**src/rtl/bp_fe_ltb.sv**
```systemverilog
// bp_fe_ltb -- loop termination buffer for the front-end branch predictor.
//
// Learns, per loop-closing branch, how many times it is taken before it
// falls through (trip count). Once a trip count has been seen twice in a
// row the entry becomes confident, and lookups then predict the exit
// iteration.
//
// Build option: define BP_FE_LTB_SPEC_CNT_EN to keep a speculative
// iteration counter per entry. The counter advances on every lookup hit and
// is resynchronised to the committed count on a mispredict. Without the
// macro, predictions use the committed count only, lookups never modify
// the table, and r_spec_cnt_o / w_spec_cnt_o are tied to zero.
//
// Ports:
//   clk_i, reset_li       clock, asynchronous active-low reset
//   init_done_o           table clear sweep finished
//   r_v_i, r_addr_i       lookup request and PC
//   pred_*_o, r_spec_cnt_o  lookup result, registered, one cycle later
//   w_v_i, br_*_i         resolved-branch update
//   w_yumi_o              update accepted this cycle (combinational)
//   w_spec_cnt_o          post-update speculative count, valid with w_yumi_o
module bp_fe_ltb
  #(parameter int vaddr_width_p   = 39
   ,parameter int ltb_els_p       = 16
   ,parameter int ltb_tag_width_p = 10
   ,parameter int ltb_cnt_width_p = 4
  )
  (input  logic                       clk_i
  ,input  logic                       reset_li
  ,output logic                       init_done_o
  ,input  logic                       r_v_i
  ,input  logic [vaddr_width_p-1:0]   r_addr_i
  ,output logic                       pred_v_o
  ,output logic                       pred_taken_o
  ,output logic                       pred_conf_o
  ,output logic [ltb_cnt_width_p-1:0] pred_non_spec_cnt_o
  ,output logic [ltb_cnt_width_p-1:0] pred_trip_cnt_o
  ,output logic [ltb_cnt_width_p-1:0] r_spec_cnt_o
  ,input  logic                       w_v_i
  ,input  logic [vaddr_width_p-1:0]   br_src_addr_i
  ,input  logic                       br_taken_i
  ,input  logic                       br_mispredict_i
  ,output logic                       w_yumi_o
  ,output logic [ltb_cnt_width_p-1:0] w_spec_cnt_o
  );

  localparam int idx_width_lp = $clog2(ltb_els_p);
  localparam int tag_lsb_lp   = 1 + idx_width_lp;
  localparam int tag_msb_lp   = tag_lsb_lp + ltb_tag_width_p - 1;

  localparam logic [0:0] e_clear = 1'b0;
  localparam logic [0:0] e_run   = 1'b1;

  localparam logic [idx_width_lp-1:0]    last_idx_lp = {idx_width_lp{1'b1}};
  localparam logic [idx_width_lp-1:0]    idx_zero_lp = {idx_width_lp{1'b0}};
  localparam logic [ltb_cnt_width_p-1:0] cnt_zero_lp = {ltb_cnt_width_p{1'b0}};
  localparam logic [ltb_cnt_width_p-1:0] cnt_one_lp  = {{(ltb_cnt_width_p-1){1'b0}}, 1'b1};

  logic [0:0]              state_q, state_d;
  logic [idx_width_lp-1:0] clr_idx_q, clr_idx_d;

  // Table storage; only the valid bits need a reset value
  logic [ltb_els_p-1:0]       valid_q, valid_d;
  logic [ltb_els_p-1:0]       conf_q, conf_d;
  logic [ltb_tag_width_p-1:0] tag_q [ltb_els_p];
  logic [ltb_tag_width_p-1:0] tag_d [ltb_els_p];
  logic [ltb_cnt_width_p-1:0] non_spec_q [ltb_els_p];
  logic [ltb_cnt_width_p-1:0] non_spec_d [ltb_els_p];
  logic [ltb_cnt_width_p-1:0] trip_q [ltb_els_p];
  logic [ltb_cnt_width_p-1:0] trip_d [ltb_els_p];

  logic                       pred_v_q, pred_v_d;
  logic                       pred_taken_q, pred_taken_d;
  logic                       pred_conf_q, pred_conf_d;
  logic [ltb_cnt_width_p-1:0] pred_non_spec_cnt_q, pred_non_spec_cnt_d;
  logic [ltb_cnt_width_p-1:0] pred_trip_cnt_q, pred_trip_cnt_d;

  logic [idx_width_lp-1:0]    r_idx, w_idx;
  logic [ltb_tag_width_p-1:0] r_tag, w_tag;
  logic                       r_hit, w_hit, in_run;
  logic [ltb_cnt_width_p-1:0] r_ns_inc, w_ns_inc;
  logic                       unused_addr_bits;

  assign r_idx  = r_addr_i[1 +: idx_width_lp];
  assign r_tag  = r_addr_i[tag_lsb_lp +: ltb_tag_width_p];
  assign w_idx  = br_src_addr_i[1 +: idx_width_lp];
  assign w_tag  = br_src_addr_i[tag_lsb_lp +: ltb_tag_width_p];
  assign in_run = (state_q == e_run);
  assign r_hit  = valid_q[r_idx] & (tag_q[r_idx] == r_tag);
  assign w_hit  = valid_q[w_idx] & (tag_q[w_idx] == w_tag);
  assign r_ns_inc = non_spec_q[r_idx] + cnt_one_lp;
  assign w_ns_inc = non_spec_q[w_idx] + cnt_one_lp;

  // A same-index lookup wins; the update retries next cycle
  assign w_yumi_o    = w_v_i & in_run & ~(r_v_i & (r_idx == w_idx));
  assign init_done_o = in_run;

  assign pred_v_o            = pred_v_q;
  assign pred_taken_o        = pred_taken_q;
  assign pred_conf_o         = pred_conf_q;
  assign pred_non_spec_cnt_o = pred_non_spec_cnt_q;
  assign pred_trip_cnt_o     = pred_trip_cnt_q;

`ifdef BP_FE_LTB_SPEC_CNT_EN
  logic [ltb_cnt_width_p-1:0] spec_q [ltb_els_p];
  logic [ltb_cnt_width_p-1:0] spec_d [ltb_els_p];
  logic [ltb_cnt_width_p-1:0] r_spec_cnt_q, r_spec_cnt_d;
  logic [ltb_cnt_width_p-1:0] r_spec_inc;
  logic [ltb_cnt_width_p-1:0] w_spec_cnt;

  assign r_spec_inc   = spec_q[r_idx] + cnt_one_lp;
  assign r_spec_cnt_o = r_spec_cnt_q;
  assign w_spec_cnt_o = w_spec_cnt;
  assign unused_addr_bits = ^{r_addr_i[vaddr_width_p-1:tag_msb_lp+1], r_addr_i[0],
                              br_src_addr_i[vaddr_width_p-1:tag_msb_lp+1], br_src_addr_i[0]};
`else
  assign r_spec_cnt_o = cnt_zero_lp;
  assign w_spec_cnt_o = cnt_zero_lp;
  assign unused_addr_bits = ^{r_addr_i[vaddr_width_p-1:tag_msb_lp+1], r_addr_i[0],
                              br_src_addr_i[vaddr_width_p-1:tag_msb_lp+1], br_src_addr_i[0],
                              br_mispredict_i};
`endif

  // Next-state: clear sweep, lookup result, speculative advance, update
  always_comb begin
    state_d    = state_q;
    clr_idx_d  = clr_idx_q;
    valid_d    = valid_q;
    conf_d     = conf_q;
    tag_d      = tag_q;
    non_spec_d = non_spec_q;
    trip_d     = trip_q;
    pred_v_d            = 1'b0;
    pred_taken_d        = 1'b0;
    pred_conf_d         = 1'b0;
    pred_non_spec_cnt_d = cnt_zero_lp;
    pred_trip_cnt_d     = cnt_zero_lp;
`ifdef BP_FE_LTB_SPEC_CNT_EN
    spec_d       = spec_q;
    r_spec_cnt_d = cnt_zero_lp;
    w_spec_cnt   = cnt_zero_lp;
`endif

    case (state_q)
      e_clear: begin
        valid_d[clr_idx_q] = 1'b0;
        if (clr_idx_q == last_idx_lp) begin
          state_d   = e_run;
          clr_idx_d = idx_zero_lp;
        end else begin
          clr_idx_d = clr_idx_q + {{(idx_width_lp-1){1'b0}}, 1'b1};
        end
      end
      e_run: begin
        state_d = e_run;
      end
      default: begin
        state_d   = e_clear;
        clr_idx_d = idx_zero_lp;
      end
    endcase

    if (r_v_i & in_run & r_hit) begin
      pred_v_d            = conf_q[r_idx];
      pred_conf_d         = conf_q[r_idx];
      pred_non_spec_cnt_d = non_spec_q[r_idx];
      pred_trip_cnt_d     = trip_q[r_idx];
`ifdef BP_FE_LTB_SPEC_CNT_EN
      // Exit iteration reached: predict fall-through and restart the count
      if (conf_q[r_idx] & (r_spec_inc == trip_q[r_idx])) begin
        pred_taken_d  = 1'b0;
        spec_d[r_idx] = cnt_zero_lp;
        r_spec_cnt_d  = cnt_zero_lp;
      end else begin
        pred_taken_d  = 1'b1;
        spec_d[r_idx] = r_spec_inc;
        r_spec_cnt_d  = r_spec_inc;
      end
`else
      pred_taken_d = ~(conf_q[r_idx] & (r_ns_inc == trip_q[r_idx]));
`endif
    end else begin
      pred_v_d = 1'b0;
    end

    // w_yumi_o guarantees w_idx differs from any same-cycle lookup index
    if (w_yumi_o) begin
      if (w_hit) begin
        if (br_taken_i) begin
          // Committed count would overflow: the loop is too long to track
          if (&non_spec_q[w_idx]) begin
            valid_d[w_idx] = 1'b0;
          end else begin
            non_spec_d[w_idx] = w_ns_inc;
`ifdef BP_FE_LTB_SPEC_CNT_EN
            if (br_mispredict_i) begin
              spec_d[w_idx] = w_ns_inc;
            end else begin
              spec_d[w_idx] = spec_q[w_idx];
            end
            w_spec_cnt = spec_d[w_idx];
`endif
          end
        end else begin
          // Loop exit: confident only if this trip repeats the last one
          conf_d[w_idx]     = (trip_q[w_idx] == w_ns_inc);
          trip_d[w_idx]     = w_ns_inc;
          non_spec_d[w_idx] = cnt_zero_lp;
`ifdef BP_FE_LTB_SPEC_CNT_EN
          if (br_mispredict_i) begin
            spec_d[w_idx] = cnt_zero_lp;
          end else begin
            spec_d[w_idx] = spec_q[w_idx];
          end
          w_spec_cnt = spec_d[w_idx];
`endif
        end
      end else if (br_taken_i) begin
        valid_d[w_idx]    = 1'b1;
        tag_d[w_idx]      = w_tag;
        conf_d[w_idx]     = 1'b0;
        non_spec_d[w_idx] = cnt_one_lp;
        trip_d[w_idx]     = cnt_zero_lp;
`ifdef BP_FE_LTB_SPEC_CNT_EN
        spec_d[w_idx] = cnt_one_lp;
        w_spec_cnt    = cnt_one_lp;
`endif
      end else begin
        valid_d = valid_q;
      end
    end else begin
      valid_d = valid_d;
    end
  end

  // Control state, valid bits and registered lookup outputs
  always_ff @(posedge clk_i or negedge reset_li) begin
    if (!reset_li) begin
      state_q             <= e_clear;
      clr_idx_q           <= idx_zero_lp;
      valid_q             <= {ltb_els_p{1'b0}};
      pred_v_q            <= 1'b0;
      pred_taken_q        <= 1'b0;
      pred_conf_q         <= 1'b0;
      pred_non_spec_cnt_q <= cnt_zero_lp;
      pred_trip_cnt_q     <= cnt_zero_lp;
`ifdef BP_FE_LTB_SPEC_CNT_EN
      r_spec_cnt_q        <= cnt_zero_lp;
`endif
    end else begin
      state_q             <= state_d;
      clr_idx_q           <= clr_idx_d;
      valid_q             <= valid_d;
      pred_v_q            <= pred_v_d;
      pred_taken_q        <= pred_taken_d;
      pred_conf_q         <= pred_conf_d;
      pred_non_spec_cnt_q <= pred_non_spec_cnt_d;
      pred_trip_cnt_q     <= pred_trip_cnt_d;
`ifdef BP_FE_LTB_SPEC_CNT_EN
      r_spec_cnt_q        <= r_spec_cnt_d;
`endif
    end
  end

  // Entry payload; meaningless while the valid bit is clear
  always_ff @(posedge clk_i) begin
    conf_q     <= conf_d;
    tag_q      <= tag_d;
    non_spec_q <= non_spec_d;
    trip_q     <= trip_d;
`ifdef BP_FE_LTB_SPEC_CNT_EN
    spec_q     <= spec_d;
`endif
  end

endmodule

```
**config.mk**
```make
export PLATFORM = sky130hd
export DESIGN_NAME = bp_fe_ltb
export DESIGN_NICKNAME = d
export VERILOG_FILES = /design/src/rtl/bp_fe_ltb.sv
export SDC_FILE = /design/constraint.sdc
export NUM_CORES = 1
export LEC_CHECK = 0
export CAP_MARGIN = 0
export CORE_AREA = 2 2 203 205
export DETAILED_ROUTE_END_ITERATION = 10
export DIE_AREA = 0 0 205 207
export PLACE_DENSITY = 0.66
export SLEW_MARGIN = 20
export SYNTH_ARGS = -nofsm -noshare
export SYNTH_HDL_FRONTEND = slang
export SYNTH_SLANG_ARGS = --single-unit
```
**constraint.sdc**
```tcl
create_clock -name clk_i -period 3.85 [get_ports clk_i]
set_clock_uncertainty 0.2 [all_clocks]
set_input_delay 0.77 -clock clk_i [delete_from_list [all_inputs] [get_ports clk_i]]
set_output_delay 0.77 -clock clk_i [all_outputs]
set_load 0.01 [all_outputs]
```
==> results of run 1 <==
-- stage by stage --
step	instances	hold slack [ps]	setup WS [ps]
finish	2070	385	55.0
floorplan	1386	274	-293
CTS	2067	382	-25.4
global placement	1993	355	-636
detailed placement	1993	369	-688
global route	2070	412	1.13
-- kinds of logic after synthesis --
family / count (synthesis)
AO/OA/AOI/OAI: 352
other: 1
XOR/XNOR: 37
adder cells (fa/ha/maj): 9
flip-flops: 335
buffers and inverters: 159
multiplexers: 228
AND/OR/NAND/NOR: 258
-- sequential cells by signal, indices dropped and copies added (netlist names) --
| signal | count |
|---|---|
| tag_q | 160 |
| init_done_o | 1 |
| pred_taken_o | 1 |
| non_spec_q | 64 |
| trip_q | 64 |
| clr_idx_q | 4 |
| valid_q | 16 |
| pred_conf_o | 1 |
| pred_non_spec_cnt_o | 4 |
| conf_q | 16 |
| pred_trip_cnt_o | 4 |
-- worst register-to-register path, delay by kind of cell (launching register included) --
family                     cells  cell delay, ps
DFF                            1             400
muxes                          1             500
xor gates and xnor gates       1             140
AOI/OAI and AO/OA              4             960
and+or+nand+nor                2             690
adders and majority gates      1             180
buffers and inverters          2             420
-- layout make-up --
| class | count | area (sq um) | share of cell area |
|---|---|---|---|
| well taps | 532 | 666 | 0.0288 |
| multi-input cells | 893 | 8840 | 0.382 |
| inverters | 10 | 42.5 | 0.00184 |
| flip-flops and latches | 335 | 9900 | 0.428 |
| repair buffers | 229 | 2340 | 0.101 |
| clock inverters | 18 | 206 | 0.00893 |
| clock buffers | 53 | 1120 | 0.0484 |
-- placed cells by master (no fill, tap or decap), types with 36 or more instances in the layout --
cell	synthesis	routed
nand2_1	71	69
o211ai_1	52	52
clkdlybuf4s50_1	0	36
o21ai_0	138	138
edfxtp_1	304	304
clkbuf_16	0	40
nand3_1	82	82
buf_12	4	41
mux4_2	162	165
buf_4	15	144
mux2i_1	49	46
-- power groups by stage --
stage | clock network, mW | logic [mW] | registers, mW
2_1_floorplan | 0 | 0.909 | 4.24
3_3_place_gp | 0 | 1.34 | 4.27
3_5_place_dp | 0 | 1.37 | 4.28
4_1_cts | 3.88 | 1.39 | 4.21
5_1_grt | 4.02 | 1.49 | 4.22
6_report | 3.83 | 1.41 | 4.22
-- per-layer routing --
layer,global-route usage,part of all wire,vias up
li1,-,-,5829
met1,0.369,0.38,7030
met2,0.432,0.49,751
met3,0.0467,0.087,141
met4,0.110,0.040,2
met5,0,0.00021,-
-- timing repair --
action / CTS / global route
setup buffers: 2 / 3
pin swaps: 3 / 6
resized for setup: 4 / 17
gates cloned: 1 / 0
setup endpoints to repair: 63 / 204
endpoints found under the hold margin: 0 / 0
-- path summary, 6_finish.rpt --
path	startpoint	to	slack [ps]	depth (start not counted)
setup reg to reg	tag_q[83]	non_spec_q[15]	60	11
setup / recovery	tag_q[83]	non_spec_q[15]	60	11
hold reg to reg	conf_q[3]	conf_q[3]	380	2
hold / removal	conf_q[3]	conf_q[3]	380	2
max in group asynchronous	reset_li	clr_idx_q[2]	2690	2
min in group asynchronous	reset_li	pred_trip_cnt_o[1]	410	2
==> impl_metrics.yaml, run 1 <==
run_status:
  status: "finished, final reports clean"
setup_path:
  end_kind: "flop"
  critPathSlowestCell: "mux4_2"
  slowest_delay_ps: 500
  path_buf_inv: 2
  start_kind: "flop"
  crit_fanout: 6
  path_class: "flop to flop"
  worstPathRequired_ps: 3900
  crit_top_cell: "buf_12"
  critPathArrivalTime_ps: 3850
  crit_family: "compound AO/OA/AOI/OAI gates"
  path_cells: "mux4_2 -> xnor2_1 -> or4_1 -> a221oi_2 -> a2bb2oi_1 -> nand4_1 -> buf_12 -> ha_4 -> a211o_4 -> buf_12 -> a21oi_4"
job:
  cap_violations: 0
logic_synthesis:
  ys.flop_type: "edfxtp_1"
  synthTopCellsByArea: "edfxtp_1 (48%), mux4_2 (19%), dfrtp_1 (4.1%), o21ai_0 (3.6%), mux2i_1 (2.6%)"
  synth-seq-area-share: 0.520
  synth.mux.area_fraction: 0.234
  synth_top_family_by_area: "multiplexers"
  synth_xor_area_frac: 0.0174
  synthDistinctLibCells: 65
  synthSimpleGateAreaFrac: 0.0642
  synthAdderAreaFrac: 0.00591
  synth_common_cells: "edfxtp_1 (304), mux4_2 (162), o21ai_0 (138), nand3_1 (82), clkbuf_1 (78)"
  synth_edf_count: 304
  synthArstFlopShare: 0.0925
  yosys_warnings: 0
  synth-seq-cells: 335
  synth.top_cell.area_share: 0.479
  syn_inst: 1379
  syn-cell-area_sq_um: 19000
  synth_top_area_cell: "edfxtp_1"
  synth_compound_area_frac: 0.117
  synth_area_per_cell_sq_um: 13.8
  synth_most_common_cell: "edfxtp_1"
sta:
  post-route-min-period_ps: 3790
  finalSetupViolCount: 0
  finalSetupTns_ps: 0
  slew_viol_final: 0
  slew_headroom: 0.443
  worst_pin_slew_ps: 835
  hold_viol_final: 0
  rsz0062_at_grt: "no"
  max_freq_mhz: 264
  period_share: 0.986
detailed_routing:
  routed_wl_microns: 57000
  wl_per_cell_microns: 27.5
  drt.antenna.violating_nets: 0
  vias: 13753
  routed_via_density: 6.64
  drc_errors: 0
  drt_iter0_drc: 1418
  firstDrtPassIters: 7
placement:
  hpwlAfterDp_microns: 39200
  postPlaceCellArea_sq_um: 21700
  routabilityCongestion: 0.925
  io_buffer_count: 45
finish:
  final_nets: 1601
  utilization: 0.573
  stdcell_area_sq_um: 23100
  num-fill-cells: 3177
  diodes: 0
  layout-drive-gt1-share: 0.330
  syn_to_final_growth_pct: 21.4
cts:
  clk_pin_slew_ps: 60
  clk_path_buf_depth: 3
  numCtsBuffers: 39
  htreeDepth: 2
  cts_hold_buf: 0
  clockRootBuffer: "clkbuf_16"
  cts.sinks: 335
  clk_latency_ps: 570
  tritoncts: "done"
power_and_ir_drop:
  seqPwrFrac: 0.446
  swShare: 0.250
  p_switching_mw: 2.37
  p_clk_frac: 0.405
  vdd_drop_max_mv: 0.325
  power_density_nw_per_um2: 409
  combPwrFrac: 0.149
  finalPower_mw: 9.45
  leakage_nw: 7.79
  internal-power_mw: 7.08
floorplanning:
  die_area_sq_um: 42400
  initial_utilization: 0.472
  dieWidth_microns: 205
  io_pins: 105
  fp.dieH_microns: 207
  coreArea_sq_um: 40400
  core.rowCount: 74
global_route:
  grt_pass1_vias: 13633
  antenna_found_initial: 1
  grt_usage: 0.271
  grt_max_degree: 54
  grt_overflow_total: 0
  grt_pass1_wl_microns: 85900
hold_path:
  min_path_type: "flop to flop"
Power figures use the tool's default switching activity.
==> run 2, diff against run 1 <==
CAP_MARGIN = 20   (was 0)
==> results of run 2 <==
No change in the layout: final DEF, timing and power equal those of run 1.
